$ cat src/rtl/serial_add_pkg.sv
// Shared definitions for the bit-serial adder controller: FSM encoding and
// bit-counter sizing.
package serial_add_pkg;

  typedef enum logic [1:0] {
    IDLE = 2'd0,
    RUN  = 2'd1,
    DONE = 2'd2
  } state_e;

  // At least one bit wide, so WIDTH=1 still has a legal (constant-zero) counter.
  function automatic int cnt_w(input int width);
    return (width <= 2) ? 1 : $clog2(width);
  endfunction

endpackage

$ cat src/rtl/serial_add_ctrl_fa_1bit.sv
// Single-bit full adder built from two half adders; the one shared arithmetic
// resource of the serial adder.
module ha_1bit (
  input  logic a_i,
  input  logic b_i,
  output logic s_o,
  output logic c_o
);
  assign s_o = a_i ^ b_i;
  assign c_o = a_i & b_i;
endmodule

module fa_1bit (
  input  logic a_i,
  input  logic b_i,
  input  logic c_i,
  output logic s_o,
  output logic c_o
);
  logic s0, c0, c1;

  ha_1bit u_ha0 (.a_i(a_i), .b_i(b_i), .s_o(s0),  .c_o(c0));
  ha_1bit u_ha1 (.a_i(s0),  .b_i(c_i), .s_o(s_o), .c_o(c1));

  assign c_o = c0 | c1;
endmodule

$ cat src/rtl/serial_add_ctrl.sv
// Bit-serial adder controller: accepts operands, walks one shared full adder
// over the bits LSB-first, then presents {cout,sum} until the consumer takes it.
module serial_add_ctrl
  import serial_add_pkg::*;
#(
  parameter int WIDTH = 8
) (
  input  logic             clk,
  input  logic             rst,
  input  logic             in_valid,
  output logic             in_ready,
  input  logic [WIDTH-1:0] a,
  input  logic [WIDTH-1:0] b,
  input  logic             cin,
  output logic             out_valid,
  input  logic             out_ready,
  output logic [WIDTH-1:0] sum,
  output logic             cout,
  output logic             busy
);

  localparam int             CW   = cnt_w(WIDTH);
  localparam logic [CW-1:0]  LAST = CW'(WIDTH - 1);

  state_e           state_q;
  logic [WIDTH-1:0] a_sr_q, b_sr_q, s_sr_q, s_sr_d;
  logic             c_q, cout_q;
  logic [CW-1:0]    cnt_q;
  logic             in_ready_q, out_valid_q, busy_q;
  logic             fa_s, fa_c;

  fa_1bit u_fa (
    .a_i(a_sr_q[0]),
    .b_i(b_sr_q[0]),
    .c_i(c_q),
    .s_o(fa_s),
    .c_o(fa_c)
  );

  // New sum bit enters at the MSB; after WIDTH shifts bit 0 has reached the LSB.
  if (WIDTH == 1) begin : g_s1
    assign s_sr_d = fa_s;
  end else begin : g_sn
    assign s_sr_d = {fa_s, s_sr_q[WIDTH-1:1]};
  end

  always_ff @(posedge clk or posedge rst) begin
    if (rst) begin
      state_q     <= IDLE;
      a_sr_q      <= '0;
      b_sr_q      <= '0;
      s_sr_q      <= '0;
      c_q         <= 1'b0;
      cout_q      <= 1'b0;
      cnt_q       <= '0;
      in_ready_q  <= 1'b1;
      out_valid_q <= 1'b0;
      busy_q      <= 1'b0;
    end else begin
      case (state_q)
        IDLE: begin
          if (in_valid && in_ready_q) begin
            a_sr_q     <= a;
            b_sr_q     <= b;
            c_q        <= cin;
            cnt_q      <= '0;
            state_q    <= RUN;
            in_ready_q <= 1'b0;
            busy_q     <= 1'b1;
          end
        end
        RUN: begin
          a_sr_q <= a_sr_q >> 1;
          b_sr_q <= b_sr_q >> 1;
          s_sr_q <= s_sr_d;
          c_q    <= fa_c;
          // Counter holds on the exit edge so it never wraps.
          if (cnt_q == LAST) begin
            state_q     <= DONE;
            cout_q      <= fa_c;
            busy_q      <= 1'b0;
            out_valid_q <= 1'b1;
          end else begin
            cnt_q <= cnt_q + CW'(1);
          end
        end
        DONE: begin
          if (out_ready) begin
            state_q     <= IDLE;
            out_valid_q <= 1'b0;
            in_ready_q  <= 1'b1;
          end
        end
        default: begin
          state_q     <= IDLE;
          in_ready_q  <= 1'b1;
          out_valid_q <= 1'b0;
          busy_q      <= 1'b0;
        end
      endcase
    end
  end

  assign in_ready  = in_ready_q;
  assign out_valid = out_valid_q;
  assign busy      = busy_q;
  assign sum       = s_sr_q;
  assign cout      = cout_q;

endmodule
$ cat config.mk
export PLATFORM = sky130hd
export DESIGN_NAME = serial_add_ctrl
export DESIGN_NICKNAME = d
export VERILOG_FILES = /design/src/rtl/serial_add_pkg.sv /design/src/rtl/serial_add_ctrl_fa_1bit.sv /design/src/rtl/serial_add_ctrl.sv
export SDC_FILE = /design/constraint.sdc
export NUM_CORES = 1
export LEC_CHECK = 0
export ABC_AREA = 0
export BUFFER_PORTS_ARGS = -buffer_cell sky130_fd_sc_hd__buf_2
export CAP_MARGIN = 30
export CORE_MARGIN = 5
export CORE_UTILIZATION = 48
export CTS_CLUSTER_DIAMETER = 120
export DETAILED_ROUTE_END_ITERATION = 12
export MAX_ROUTING_LAYER = met4
export PLACE_DENSITY = 0.74
export SLEW_MARGIN = 20
export SYNTH_ARGS = -nofsm -noshare
export SYNTH_HDL_FRONTEND = slang
export SYNTH_SLANG_ARGS = --single-unit
$ cat constraint.sdc
create_clock -name clk -period 1.5 [get_ports clk]
set_clock_uncertainty 0.15 [all_clocks]
set_input_delay 0.15 -clock clk [delete_from_list [all_inputs] [get_ports clk]]
set_output_delay 0.15 -clock clk [all_outputs]
set_load 0.01 [all_outputs]
==> results of run 1 <==
[placed cells by master (no fill, tap or decap), types with 2 or more instances in the layout]
master	n
o21ai_0	17
buf_2	31
nor2_1	4
dfrtp_1	32
buf_6	2
inv_1	3
a21oi_1	2
nand2b_4	2
clkbuf_4	5
a22o_1	4
o21ai_2	11
buf_12	2
dlygate4sd3_1	19
o21ai_1	3
nand2_1	27
buf_4	17
mux2i_1	15
[logic make-up after synthesis]
| kind of cell | count (synthesis) | share of synthesized area |
|---|---|---|
| AOI/OAI and AO/OA | 41 | 0.169 |
| and+or+nand+nor | 39 | 0.104 |
| DFF | 34 | 0.538 |
| muxes | 17 | 0.109 |
| buffers and inverters | 12 | 0.0506 |
| adders and majority gates | 3 | 0.0285 |
[state kept, by name, indices dropped and copies added, names as in the netlist, 2 cells and up]
register	flops
a_sr_q	8
b_sr_q	8
cnt_q	3
state_q	2
sum	8
[layout make-up]
cell class              instances  area (um2)  share of cell area
well taps                      44        55.1              0.0248
clock inverters                 2        12.5             0.00564
multi-input cells             100         699               0.315
flip-flops and latches         34         853               0.385
repair buffers                 71         536               0.241
clock buffers                   6        51.3              0.0231
inverters                       3        11.3             0.00508
[worst register-to-register path: stages (launching register included)]
cell and delay (ns):
dfrtp_1 0.41, ha_2 0.20, ha_4 0.15, nand2b_4 0.13, a21o_1 0.18, mux2_2 0.26
[final timing paths]
| check | from | endpoint | slack (ns) | cells past startpoint |
|---|---|---|---|---|
| min in group asynchronous | rst | sum[0]$_DFFE_PP0P_ | 0.27 | 4 |
| setup / recovery | cnt_q[1]$_DFFE_PP0P_ | cnt_q[0]$_DFFE_PP0P_ | -0.09 | 5 |
| hold reg to reg | sum[0]$_DFFE_PP0P_ | sum[0]$_DFFE_PP0P_ | 0.34 | 2 |
| max in group asynchronous | rst | in_ready$_DFFE_PP1P_ | 0.60 | 4 |
| setup reg to reg | cnt_q[1]$_DFFE_PP0P_ | cnt_q[0]$_DFFE_PP0P_ | -0.09 | 5 |
| hold / removal | in_valid | in_ready$_DFFE_PP1P_ | 0.02 | 4 |
[timing repair]
action                                  4_1_cts  5_1_grt
hold buffers                                 18        1
pin swaps                                     1        2
endpoints found under the setup margin       14       13
resized for setup                             4       12
endpoints found under the hold margin        52        1
setup buffers                                 2        3
[layer usage]
layer,vias up,track usage,part of all wire
met4,0,0.0810,0.024
met1,634,0.224,0.44
met5,-,-,0
li1,640,-,-
met3,9,0.0399,0.038
met2,25,0.294,0.50
[power breakdown]
group	switching (uW)	internal, uW
Combinational	747	800
Sequential	220	1270
Clock	313	225
Total	1280	2300
[metrics by stage]
step,setup TNS [ns],utilization,hold slack (ns)
CTS,-0.180,0.697,0.00476
floorplan,-0.0348,-,0.133
finish,-0.179,0.715,0.0225
global route,-0.367,0.715,0.0997
detailed placement,-0.538,0.609,0.113
global placement,-0.0553,0.609,0.105
==> metrics, run 1 <==
number of synthesized flops with an enable pin 0; dpl cells 228; Max Cap Viol 0; maximum fanout along the worst path 4; Starting DRT DRC Count 34; wire length per cell 13.7 um; fmax 0.627 GHz; required time of the critical path 1.58 ns; critical path, cell by cell ha_2, ha_4, nand2b_4, a21o_1, mux2_2; Critical Path End Type register; H-tree depth 2; Root Buffer clkbuf_4; Crit path arrival time 1.68 ns; Remaining Overflow, GRT 0; latest clock arrival within the worst-skew pair 0.34 ns; clk sink count 34; largest area contributor in the netlist dfrtp_1; starting density of the core 0.510; pre-CTS WS -0.0841 ns; asr flop ratio synth 1.00; RSZ-0062 raised after global routing yes; Mapped Cells 146; Port Buffers 32; Peak supply drop 0.000853 V; post-synth cell types 27; Worst path max stage delay 0.41 ns; top cells by count, synth 33 x dfrtp_1, 28 x nand2_1, 21 x o21ai_0; DRC Markers 0; global-route wire length before repair 6020 um; Synth area leaders dfrtp_1 52%, mux2i_1 9.5%, nand2_1 6.6%, o21ai_0 6.6%, o21ai_2 5.5%; Final Hold Violating Endpoints 0; proportion of synthesized chip area in sequential cells 0.538; DR pass1 iterations 4; Worst-Margin Slew 0.425 ns; Yosys top cell area share 0.522; syn_nets 170; nets@finish 239; # rows 20; status finished with violations; period utilisation layout 1.06; fin area 0.00222 mm2; Synth Cell Area 0.00158 mm2; core area 0.00310 mm2; die height 67.4 um; Slew Viols, Final 0; Detail Placement HPWL 2430 um; crit path time final 1.59 ns; via count 1308; Via density 5.03; drt total wl 3560 um; Tot GR Track Use 0.184; CTS Buf Count 5; HP Class in -> reg; worst setup margin -0.0944 ns; synth warn 0; share of cells above drive strength 1 0.384; critical path type reg -> reg; I/O pin cnt 33; slowest cell on the critical path dfrtp_1; initial antenna violation count 0; CP top delay family flip-flops; DIE AREA 0.00455 mm2; final cell count without fillers 260; Static Leakage 0.00118 uW; Seq cells post-synth 34; Synth Flop Type dfrtp_1; fill cell count 232; Rel. slew slack 0.717; most frequent cell after synthesis dfrtp_1; failing checks setup timing; Post-Syn Area per Cell 10.8 um2; worst-case clock buffer depth 2; vias in the first global route 1338; final setup fails 3; TritonCTS clock tree built; Final Total Pwr 3570 uW; area added between synthesis and finish 40.2%; remaining antenna violation count 0; ant diodes 0; largest net degree at the start of global routing 35; crit path buf inv count 0; cell area power density 1610 mW/mm2; gpl congestion 0.842; placement-stage cell area 0.00189 mm2; startpoint class of the critical path register; Die W 67.4 um; clk slew on worst S/H paths 0.11 ns
No activity file was read; power rests on OpenSTA's default activity.
==> run 2: changes to the inputs <==
Settings changed: PLACE_DENSITY 0.74 to default, PLACE_DENSITY_LB_ADDON from default to 0.12.
==> metrics, run 2 (same netlist as run 1, synthesis figures left out) <==
worst setup path start cnt_q[1]$_DFFE_PP0P_; FF-to-FF Start cnt_q[1]$_DFFE_PP0P_; worst-case clock buffer depth 2 (unchanged); cell area power density 1590 mW/mm2 (-1.3%); clk slew on worst S/H paths 0.10 ns (about the same); Final Hold Violating Endpoints 0 (unchanged); worst setup path end cnt_q[0]$_DFFE_PP0P_; die height 67.4 um (unchanged); status finished with violations; slowest cell on the critical path dfrtp_1; remaining antenna violation count 0 (unchanged); clock power share 0.148 (-0.003); P_sw 1230 uW (-3.9%); initial antenna violation count 0 (unchanged); Worst-Margin Slew 0.425 ns (-0.000274 ns); Reg2Reg Depth 5 (unchanged); nets@finish 241 (+0.84%); largest net degree at the start of global routing 35 (unchanged); Crit. path cell count 5 (unchanged); sequential cell fraction of total power 0.426 (+0.009); drt total wl 3380 um (-5.2%); ant diodes 0 (unchanged); RR Endpoint cnt_q[0]$_DFFE_PP0P_; CP top delay family flip-flops; critical path, cell by cell ha_2, ha_4, nand2b_4, a21o_1, mux2_4; area added between synthesis and finish 39.3%; Worst path max stage delay 0.40 ns (about the same); flop2flop setup slack -0.1 ns (about the same); Sw Ratio 0.351 (-0.00713); crit path time final 1.60 ns (+0.00523 ns); I/O pin cnt 33 (unchanged); fmax 0.625 GHz (-0.33%); most frequent cells in the layout 32 x dfrtp_1, 32 x buf_2, 27 x nand2_1; fin area 0.00220 mm2 (-0.62%); CTS Buf Count 5 (unchanged); Gate power share 0.426 (-0.007); pre-CTS WS -0.0878 ns (-0.00368 ns); # rows 20 (unchanged); Int Power 2280 uW (-0.83%); core area 0.00310 mm2 (unchanged); latest clock arrival within the worst-skew pair 0.33 ns (about the same); maximum fanout along the worst path 4 (unchanged); wire length per cell 12.9 um (-5.9%); Slew Viols, Final 0 (unchanged); starting density of the core 0.510 (unchanged); share of cells above drive strength 1 0.381 (-0.00353); Max Cap Viol 0 (unchanged); gpl congestion 0.848 (+0.75%); Starting DRT DRC Count 68 (+100%); Peak supply drop 0.00114 V (+33%); RSZ-0062 raised after global routing yes; vias in the first global route 1240 (-7.3%); failing checks setup timing; via count 1275 (-2.5%); DRC Markers 0 (unchanged); fill cell count 255 (+9.9%); H-tree depth 2 (unchanged); Rel. slew slack 0.717 (about the same); final setup fails 4 (+1); Static Leakage 0.00118 uW (+0.14%); placement-stage cell area 0.00189 mm2 (+0.13%); DIE AREA 0.00455 mm2 (unchanged); critical path type reg -> reg; required time of the critical path 1.58 ns (about the same); crit path buf inv count 0 (unchanged); Critical Path End Type register; HP Class in -> reg; Via density 4.87 (-3.3%); worst setup margin -0.0996 ns (-0.00523 ns); Port Buffers 32 (unchanged); period utilisation layout 1.07 (+0.00348); global-route wire length before repair 5750 um (-4.5%); Hold Path Depth 4 (unchanged); DR pass1 iterations 4 (unchanged); TritonCTS clock tree built; Tot GR Track Use 0.182 (-0.00205); final cell count without fillers 262 (+0.77%); clk sink count 34 (unchanged); startpoint class of the critical path register; Detail Placement HPWL 2360 um (-2.8%); Die W 67.4 um (unchanged); Root Buffer clkbuf_4; Remaining Overflow, GRT 0 (unchanged); Crit path arrival time 1.68 ns (about the same); dpl cells 230 (+0.88%)
run 2: cell type report:
| type | instances | area, um2 | area share |
|---|---|---|---|
| clock buffer | 7 | 55.1 | 0.0250 |
| clock inverter | 1 | 5.00 | 0.00227 |
| inverter | 3 | 11.3 | 0.00511 |
| multi-input combinational | 100 | 697 | 0.316 |
| sequential | 34 | 853 | 0.387 |
| tap | 44 | 55.1 | 0.0250 |
| timing repair buffer | 73 | 528 | 0.240 |
run 2: worst register-to-register path, cell delays in order (launching register included):
cell	delay [ns]
dfrtp_1	0.40
ha_2	0.21
ha_4	0.16
nand2b_4	0.13
a21o_1	0.19
mux2_4	0.26
run 2: power groups by stage:
stage	Sequential, uW	Clock (uW)	Combinational [uW]
finish	1490	520	1490
global route	1550	595	1670
CTS	1490	538	1460
detailed placement	1510	0	1370
global placement	1490	0	1310
floorplan	1500	0	940
run 2: repair_timing:
action                     CTS  global route
setup endpoints to repair   10            16
resized for setup            5             4
setup buffers                2             3
hold buffers                19             0
pin swaps                    2             0
hold endpoints to repair    53             0
run 2: layer usage:
metal | vias to the layer above | wire length [um] | track usage
met2 | 30 | 1650 | 0.272
met4 | 0 | 89 | 0.0810
met1 | 597 | 1500 | 0.223
li1 | 641 | - | -
met3 | 7 | 138 | 0.0616
met5 | - | 0 | -
run 2: worst min-delay path by stage:
| stage | start | end | slack [ns] |
|---|---|---|---|
| after global placement | rst | cnt_q[2]$_DFFE_PP0P_ | 0.11 |
| after detailed placement | rst | sum[1]$_DFFE_PP0P_ | 0.12 |
| after CTS | in_valid | in_ready$_DFFE_PP1P_ | 0.004 |
| after floorplan | a[7] | a_sr_q[7]$_DFFE_PP0P_ | 0.13 |
| after global routing | in_valid | in_ready$_DFFE_PP1P_ | 0.02 |
| final | in_valid | in_ready$_DFFE_PP1P_ | 0.02 |
run 2: metrics by stage:
| stage | util | TNS, ns | hold slack (ns) | total power (uW) |
|---|---|---|---|---|
| 3_3_place_gp | 0.610 | -0.0382 | 0.106 | 2790 |
| 6_report | 0.710 | -0.187 | 0.0158 | 3510 |
| 4_1_cts | 0.700 | -0.146 | 0.00414 | 3490 |
| 5_1_grt | 0.710 | -0.375 | 0.0160 | 3810 |
| 3_5_place_dp | 0.610 | -0.152 | 0.116 | 2880 |
| 2_1_floorplan | - | -0.0348 | 0.133 | 2440 |
==> run 3: changes to the inputs <==
Settings changed: CORE_UTILIZATION 48 to 50.
Clock period 1.5 ns to 1.9 ns, I/O delays scaled along.
==> metrics, run 3 (same netlist as run 1, synthesis figures left out) <==
Max Cap Viol 0 (unchanged); vias in the first global route 1233 (-0.56%); DRC Markers 0 (unchanged); Min Hold Slack 0.00533 ns (-0.0105 ns); global-route wire length before repair 5650 um (-1.8%); fmax 0.571 GHz (-8.6%); Final Total Pwr 2670 uW (-24%); crit path buf inv count 0 (unchanged); Via density 4.93 (+1.2%); Crit path top cell by count ha_1; critical path type reg -> reg; RSZ-0062 raised after global routing no; period utilisation layout 0.921 (-0.145); die height 66.3 um (-1.7%); clk slew on worst S/H paths 0.11 ns (about the same); Die W 66.3 um (-1.7%); Hold EP a_sr_q[4]$_DFFE_PP0P_; Hold Path Depth 3 (-1); GRT met2 Usage 0.263 (-0.00969); CTS Buf Count 5 (unchanged); Peak supply drop 0.000652 V (-43%); latest clock arrival within the worst-skew pair 0.33 ns (about the same); Slew Viols, Final 0 (unchanged); share of cells above drive strength 1 0.302 (-0.0788); Rel. slew slack 0.606 (-0.111); ant diodes 0 (unchanged); slowest cell on the critical path dfrtp_1; Root Buffer clkbuf_4; critical path, cell by cell ha_1, ha_1, nand2b_1, a21o_1, mux2_2; gpl congestion 0.826 (-2.6%); remaining antenna violation count 0 (unchanged); final setup TNS 0 ns (+0.187 ns); Critical Path End Type register; starting density of the core 0.518 (+0.00836); # rows 20 (unchanged); Reg2Reg Depth 5 (unchanged); core area 0.00305 mm2 (-1.6%); largest net degree at the start of global routing 17 (-51%); Tot GR Track Use 0.174 (-0.00788); status completed; global routing usage on met3 0.0510 (-0.0105); Final Hold Violating Endpoints 0 (unchanged); wire length per cell 13.0 um (+1.2%); via count 1212 (-4.9%); DIE AREA 0.00439 mm2 (-3.4%); crit path time final 1.75 ns (+0.151 ns); H-tree depth 2 (unchanged); Starting DRT DRC Count 62 (-8.8%); busiest grt layer met2; most frequent cells in the layout 33 x dfrtp_1, 32 x buf_2, 28 x nand2_1; cell area power density 1320 mW/mm2 (-17%); Remaining Overflow, GRT 0 (unchanged); hold path startpoint a[4]; RR Endpoint cnt_q[0]$_DFFE_PP0P_; fill cell count 268 (+5.1%); maximum fanout along the worst path 4 (unchanged); initial antenna violation count 0 (unchanged); dpl cells 222 (-3.5%); I/O pin cnt 33 (unchanged); Crit path arrival time 1.82 ns (+0.14 ns); worst-case clock buffer depth 2 (unchanged); Worst path max stage delay 0.40 ns (about the same); placement-stage cell area 0.00180 mm2 (-5.0%); Static Leakage 0.00108 uW (-8.1%); most common cell after layout, fill and taps aside dfrtp_1; Port Buffers 32 (unchanged); drt total wl 3210 um (-5.0%); flop2flop setup slack 0.15 ns (+0.25 ns); clk sink count 34 (unchanged); Worst-Margin Slew 0.592 ns (+0.167 ns); CP top delay family adder cells; startpoint class of the critical path register; HP Class in -> reg; area added between synthesis and finish 28.4%; final setup fails 0 (-4); DR pass1 iterations 4 (unchanged); TritonCTS clock tree built; final cell count without fillers 246 (-6.1%); Detail Placement HPWL 2210 um (-6.3%); FF-to-FF Start cnt_q[0]$_DFFE_PP0P_; Global Route met1 Usage 0.226 (+0.00326); required time of the critical path 1.97 ns (+0.39 ns); nets@finish 225 (-6.6%); fin area 0.00203 mm2 (-7.8%)
[run 3: cell types whose count changed in the layout (fill, tap and decap cells not counted), moves of 2 or more]
cell,previous run,this run
buf_4,21,9
dlygate4sd3_1,19,16
ha_1,0,2
mux2_2,0,2
mux2_4,2,0
[run 3: worst max path at each step]
stage | cells past startpoint | start | to
floorplan | 5 | cnt_q[0]$_DFFE_PP0P_ | cnt_q[0]$_DFFE_PP0P_
CTS | 5 | cnt_q[0]$_DFFE_PP0P_ | cnt_q[0]$_DFFE_PP0P_
global route | 5 | cnt_q[0]$_DFFE_PP0P_ | cnt_q[0]$_DFFE_PP0P_
detailed placement | 5 | cnt_q[0]$_DFFE_PP0P_ | cnt_q[0]$_DFFE_PP0P_
global placement | 5 | cnt_q[0]$_DFFE_PP0P_ | cnt_q[0]$_DFFE_PP0P_
finish | 5 | cnt_q[0]$_DFFE_PP0P_ | cnt_q[0]$_DFFE_PP0P_
[run 3: cell type report]
| type | instances | area (um2) | share of cell area |
|---|---|---|---|
| Inverter | 3 | 11.3 | 0.00554 |
| Timing Repair Buffer | 57 | 388 | 0.191 |
| Tap cell | 44 | 55.1 | 0.0271 |
| Multi-Input combinational cell | 100 | 651 | 0.320 |
| Clock inverter | 1 | 30.0 | 0.0148 |
| Sequential cell | 34 | 852 | 0.419 |
| Clock buffer | 7 | 45.0 | 0.0222 |
[run 3: stage by stage]
step                      setup slack [ns]  utilization
final                                0.149        0.666
after global routing                0.0866        0.666
after CTS                            0.141        0.666
after detailed placement             0.168        0.589
after global placement               0.234        0.589
after floorplan                      0.264            -
[run 3: per-layer routing]
metal / up-vias / wire length [um]
li1: 612 / -
met1: 572 / 1510
met2: 24 / 1520
met3: 4 / 141
met4: 0 / 36
met5: - / 0
[run 3: power by group]
group / leakage (uW) / total (uW) / switching [uW] / internal [uW]
registers: 0.000426 / 1170 / 162 / 1000
clock network: 0.0000395 / 520 / 240 / 279
logic: 0.000619 / 989 / 521 / 468
total: 0.00108 / 2670 / 924 / 1750
[run 3: what timing repair did]
item,CTS,global route
endpoints found under the hold margin,24,0
endpoints found under the setup margin,0,0
setup buffers,0,0
hold buffers,16,0
gates resized for setup,0,0
[run 3: worst reg2reg max path, stage by stage (launching register included)]
cell	delay (ns)
dfrtp_1	0.40
ha_1	0.21
ha_1	0.22
nand2b_1	0.17
a21o_1	0.22
mux2_2	0.27
